### config.mk
export PLATFORM = sky130hd
export DESIGN_NAME = vga_hvsync_gen
export DESIGN_NICKNAME = d
export VERILOG_FILES = /design/src/rtl/vga_timing_pkg.sv /design/src/rtl/vga_axis_counter.sv /design/src/rtl/vga_hvsync_gen.sv
export SDC_FILE = /design/constraint.sdc
export NUM_CORES = 1
export LEC_CHECK = 0
export CAP_MARGIN = 40
export CORE_MARGIN = 8
export CORE_UTILIZATION = 35
export CTS_BUF_LIST = sky130_fd_sc_hd__clkbuf_16
export DETAILED_ROUTE_END_ITERATION = 16
export HOLD_SLACK_MARGIN = 0.15
export PLACE_DENSITY = 0.66
export SETUP_SLACK_MARGIN = 0.2
export SLEW_MARGIN = 30
export SYNTH_ARGS = -nofsm -noshare
export SYNTH_HDL_FRONTEND = slang
export SYNTH_SLANG_ARGS = --single-unit
### constraint.sdc
create_clock -name clk -period 2.03 [get_ports clk]
set_input_delay 0.406 -clock clk [delete_from_list [all_inputs] [get_ports clk]]
set_output_delay 0.406 -clock clk [all_outputs]
set_load 0.005 [all_outputs]
### src/rtl/vga_timing_pkg.sv
// Shared 640x480@60 VGA timing constants and position type, used by the sync
// generator and by renderers for screen bounds.
package vga_timing_pkg;

   localparam int POS_W = 10;

   localparam int VGA_H_DISPLAY = 640;
   localparam int VGA_H_FRONT   = 16;
   localparam int VGA_H_SYNC    = 96;
   localparam int VGA_H_BACK    = 48;
   localparam int VGA_H_TOTAL   = VGA_H_DISPLAY + VGA_H_FRONT + VGA_H_SYNC + VGA_H_BACK;

   localparam int VGA_V_DISPLAY = 480;
   localparam int VGA_V_FRONT   = 10;
   localparam int VGA_V_SYNC    = 2;
   localparam int VGA_V_BACK    = 33;
   localparam int VGA_V_TOTAL   = VGA_V_DISPLAY + VGA_V_FRONT + VGA_V_SYNC + VGA_V_BACK;

   localparam bit VGA_SYNC_POL  = 1'b0;

   typedef logic [POS_W-1:0] pos_t;

   function automatic logic sync_level(input logic active, input logic pol);
      return active ? pol : ~pol;
   endfunction

endpackage

### src/rtl/vga_axis_counter.sv
// One axis of the VGA beam: wrapping position counter plus lookahead decodes
// (wrap/disp/sync) of the position the counter moves to on the next edge.
module vga_axis_counter
   import vga_timing_pkg::*;
#(
   parameter int TOTAL      = VGA_H_TOTAL,
   parameter int DISP       = VGA_H_DISPLAY,
   parameter int SYNC_START = VGA_H_DISPLAY + VGA_H_FRONT,
   parameter int SYNC_LEN   = VGA_H_SYNC
) (
   input  logic             clk,
   input  logic             reset,
   input  logic             advance,
   output logic [POS_W-1:0] pos,
   output logic             wrap,
   output logic             disp,
   output logic             sync
);

   localparam pos_t LAST       = pos_t'(TOTAL - 1);
   localparam pos_t DISP_END   = pos_t'(DISP);
   localparam pos_t SYNC_FIRST = pos_t'(SYNC_START);
   localparam pos_t SYNC_LAST  = pos_t'(SYNC_START + SYNC_LEN - 1);

   pos_t pos_next;

   // Decodes describe pos_next so the top can register them in step with pos.
   always_comb begin
      pos_next = pos;
      wrap     = 1'b0;
      if (reset) begin
         pos_next = LAST;
      end else if (advance) begin
         if (pos == LAST) begin
            pos_next = '0;
            wrap     = 1'b1;
         end else begin
            pos_next = pos + 1'b1;
         end
      end
      disp = (pos_next < DISP_END);
      sync = (pos_next >= SYNC_FIRST) && (pos_next <= SYNC_LAST);
   end

   always_ff @(posedge clk) begin
      if (reset) begin
         pos <= LAST;
      end else begin
         pos <= pos_next;
      end
   end

endmodule

### src/rtl/vga_hvsync_gen.sv
// Free-running VGA timing generator: beam position, blanking, sync and strobes.
// Optional frame_count output enabled by defining VGA_HVSYNC_FRAME_CNT_EN.
module vga_hvsync_gen
   import vga_timing_pkg::*;
#(
   parameter int H_DISPLAY = VGA_H_DISPLAY,
   parameter int H_FRONT   = VGA_H_FRONT,
   parameter int H_SYNC    = VGA_H_SYNC,
   parameter int H_BACK    = VGA_H_BACK,
   parameter int V_DISPLAY = VGA_V_DISPLAY,
   parameter int V_FRONT   = VGA_V_FRONT,
   parameter int V_SYNC    = VGA_V_SYNC,
   parameter int V_BACK    = VGA_V_BACK,
   parameter bit SYNC_POL  = VGA_SYNC_POL
) (
   input  logic             clk,
   input  logic             reset,
   output logic [POS_W-1:0] hpos,
   output logic [POS_W-1:0] vpos,
   output logic             display_on,
   output logic             hsync,
   output logic             vsync,
   output logic             line_start,
   output logic             frame_start
`ifdef VGA_HVSYNC_FRAME_CNT_EN
   ,
   output logic [7:0]       frame_count
`endif
);

   localparam int H_TOTAL = H_DISPLAY + H_FRONT + H_SYNC + H_BACK;
   localparam int V_TOTAL = V_DISPLAY + V_FRONT + V_SYNC + V_BACK;

   logic h_wrap, h_disp, h_sync;
   logic v_wrap, v_disp, v_sync;

   vga_axis_counter #(
      .TOTAL      (H_TOTAL),
      .DISP       (H_DISPLAY),
      .SYNC_START (H_DISPLAY + H_FRONT),
      .SYNC_LEN   (H_SYNC)
   ) u_h_axis (
      .clk     (clk),
      .reset   (reset),
      .advance (1'b1),
      .pos     (hpos),
      .wrap    (h_wrap),
      .disp    (h_disp),
      .sync    (h_sync)
   );

   vga_axis_counter #(
      .TOTAL      (V_TOTAL),
      .DISP       (V_DISPLAY),
      .SYNC_START (V_DISPLAY + V_FRONT),
      .SYNC_LEN   (V_SYNC)
   ) u_v_axis (
      .clk     (clk),
      .reset   (reset),
      .advance (h_wrap),
      .pos     (vpos),
      .wrap    (v_wrap),
      .disp    (v_disp),
      .sync    (v_sync)
   );

   always_ff @(posedge clk) begin
      if (reset) begin
         display_on  <= 1'b0;
         hsync       <= ~SYNC_POL;
         vsync       <= ~SYNC_POL;
         line_start  <= 1'b0;
         frame_start <= 1'b0;
      end else begin
         display_on  <= h_disp & v_disp;
         hsync       <= sync_level(h_sync, SYNC_POL);
         vsync       <= sync_level(v_sync, SYNC_POL);
         line_start  <= h_wrap;
         frame_start <= h_wrap & v_wrap;
      end
   end

`ifdef VGA_HVSYNC_FRAME_CNT_EN
   always_ff @(posedge clk) begin
      if (reset) begin
         frame_count <= '0;
      end else if (h_wrap && v_wrap) begin
         frame_count <= frame_count + 8'd1;
      end
   end
`endif

endmodule

==> impl_results.md <==
* Worst-path cell chain: or3_4 > nor4_4 > mux2i_2 > nor4_4 > buf_4 > nor4b_2
* Pwr Density at 1400 mW/mm2
* Pre-CTS setup slack at -0.0407 ns
* Most frequent cells in the layout: 36 x buf_4, 26 x clkdlybuf4s50_1, 19 x dfxtp_1, 12 x nand2_1, 12 x nor2_1
* H-tree depth at 1
* Via count at 1387
* Sequential Power Share at 0.260
* Port-buffer cells at 26
* Yosys warns at 0
* Initial antenna violation count at 0
* Register area at 510 um2
* Async SR Flop Fraction at 0
* Synthesized area per cell at 8.91 um2
* Slowest stage delay, CP at 0.44 ns
* Clock share of power at 0.151
* Share of cells above drive strength 1 at 0.343
* Hpwl dp at 2750 um
* Multi-input logic area at 873 um2
* Fin util at 0.569
* Tmin final at 1.94 ns
* Netlist cell types at 47
* Die W at 77.2 um
* Worst slew pin tran at 0.365 ns
* Root Driver: clkbuf_16
* Crit-path max FO at 5
* Syn Inst Count at 147
* Max clock buf depth at 2
* Seq/Total Area, Yosys at 0.382
* Fill cells at 311
* Worst Setup End Kind: flop
* Final Hold Viols at 0
* Final instance area at 0.00207 mm2
* Tightest Hold Check Type: flop to flop
* Drt wl/cell at 15.5 um
* CP required at 2.21 ns
* Core area at 0.00363 mm2
* Clk_lat worst skew at 0.26 ns
* Max-cap viol count at 0
* Skew final at 0.00679 ns
* Vias in the first global route at 1288
* CP Buf/Inv Count at 1
* Comb power frac at 0.589
* Vias per std cell at 5.44
* Syn nets at 152
* Gpl congestion at 0.890
* Number of synthesized register bits at 25
* Number of nets in the layout at 213
* Num ports at 27
* CTS Hold Bufs at 0
* Routed wire length at 3950 um
* Die height at 77.2 um
* Residual DRC at 0
* Sw frac at 0.388
* Post-Syn Area at 0.00131 mm2
* Placed Cells at 241
* Row cnt at 22
* CTS Buf Count at 3
* Grt met1 use at 0.154
* Worst-path clk slew at 0.07 ns
* CTS tree: built
* Most crowded layer after global routing: met2
* Status: finished, final reports clean
* Die area at 0.00596 mm2
* First-pass GRT wire length at 6440 um
* Starting Density at 0.361
* Final Max Tran Viols at 0
* Crit Path Class: flop to flop
* Fmax at 0.514 GHz
* Tot Pwr at 2.90 mW
* Critical path's slowest cell: or3_4
* Overall overflow remaining after global route at 0
* LEAKAGE at 0.768 nW
* Most common cell after layout, fill and taps aside: buf_4
* EDFF count, synth at 0
* Antenna viol nets, final at 0
* Clock Sink Count at 25
* Worst IR Drop VDD at 0.558 mV
* Crit share post-route at 0.958
* Met3 usage at 0.0280
* Switching Power at 1.13 mW
* P_int at 1.78 mW
* Final setup fails at 0
* Syn-to-layout area delta at 57.9%
* Largest net degree at the start of global routing at 14
* Slew margin rel. at 0.755
* Most frequent CP cell: nor4_4
* DRT iter0 DRCs at 113
* Setup repair after global routing missed its margin: yes
* M2 GR Usage at 0.209
* Dpl cell area at 0.00181 mm2
* First-pass DRT Iterations at 4
* Primary FF master, synth: dfxtp_1
* Final non-filler cell total at 255
* # diodes at 0
* Cell family with most CP delay: simple AND/OR/NAND/NOR gates
* CP arrival at 2.12 ns
* Final setup margin at 0.0857 ns
* Critical path startpoint category: flop
* Gr usage total at 0.130
-- sequential cells by signal, summed over array words and instances, names as in the netlist --
name	flops
display_on	1
frame_start	1
hsync	1
line_start	1
u_h_axis.pos	10
u_v_axis.pos	10
vsync	1
-- worst reg2reg max path: cells and delay by family (launching register included) --
family	cells	cell delay, ns
AND/OR/NAND/NOR	4	1.02
multiplexers	1	0.37
flip-flops	1	0.31
buffers and inverters	1	0.14
-- Yosys cell counts, types with 2 or more instances --
cell type | count | area [um2]
a21o_1 | 3 | 22.5
o211ai_1 | 2 | 15.0
ha_1 | 3 | 37.5
nor4b_1 | 3 | 26.3
dfxtp_1 | 25 | 500
xor2_1 | 3 | 26.3
or3_1 | 4 | 25.0
nor4_1 | 2 | 12.5
nand4_1 | 2 | 12.5
nor3_1 | 5 | 25.0
xnor2_1 | 6 | 52.6
o21ai_1 | 3 | 15.0
nor2_1 | 12 | 45.0
or4_1 | 2 | 15.0
a211o_1 | 2 | 17.5
a21oi_1 | 6 | 30.0
o21ai_0 | 4 | 20.0
nand2_1 | 12 | 45.0
o21a_1 | 2 | 15.0
nand3_1 | 11 | 55.1
nor2b_1 | 2 | 12.5
clkbuf_1 | 2 | 7.51
nand2b_1 | 2 | 12.5
buf_2 | 3 | 15.0
inv_1 | 4 | 15.0
-- cells by family after synthesis --
| group | synth area share |
|---|---|
| xor+xnor | 0.0602 |
| buf+inv | 0.0344 |
| fa+ha+maj | 0.0287 |
| compound gates | 0.152 |
| flops | 0.382 |
| simple gates | 0.335 |
| mux | 0.00764 |
-- final timing paths --
path                                       from         endpoint  cells past startpoint  slack [ns]
worst max-delay path            u_h_axis.pos[7]       display_on                      6        0.09
worst min-delay path            u_v_axis.pos[0]  u_v_axis.pos[0]                      2        0.51
worst max register to register  u_h_axis.pos[7]       display_on                      6        0.09
worst min register to register  u_v_axis.pos[0]  u_v_axis.pos[0]                      2        0.51
-- what timing repair did --
action                     4_1_cts  5_1_grt
gates resized for setup         14       12
buffers inserted                 5        5
setup endpoints to repair        6        4
gates cloned                     0        0
pin swaps                        8        8
-- final cells by class --
class                   count  area share
multi-input cells         112       0.422
repair buffers             62       0.257
flip-flops and latches     25       0.247
clock buffers               3      0.0363
well taps                  48      0.0290
inverters                   4     0.00726
clock inverters             1     0.00181
-- power by group through the flow --
stage | registers, mW | logic, mW | clock network (mW)
2_1_floorplan | 0.794 | 0.771 | 0
3_3_place_gp | 0.740 | 1.45 | 0
3_5_place_dp | 0.748 | 1.46 | 0
4_1_cts | 0.742 | 1.60 | 0.445
5_1_grt | 0.771 | 1.82 | 0.466
6_report | 0.754 | 1.71 | 0.439
-- per-stage QoR --
| stage | hold WS, ns | TNS (ns) |
|---|---|---|
| 2_1_floorplan | 0.497 | 0 |
| 3_3_place_gp | 0.510 | 0 |
| 6_report | 0.505 | 0 |
| 5_1_grt | 0.531 | 0 |
| 4_1_cts | 0.494 | 0 |
| 3_5_place_dp | 0.508 | -0.0585 |
-- metal layers --
metal	routed length [um]	up-vias
met3	204	13
li1	-	656
met1	1690	655
met4	134	0
met2	1910	63
met5	0	-
No activity file was read; power rests on OpenSTA's default activity.
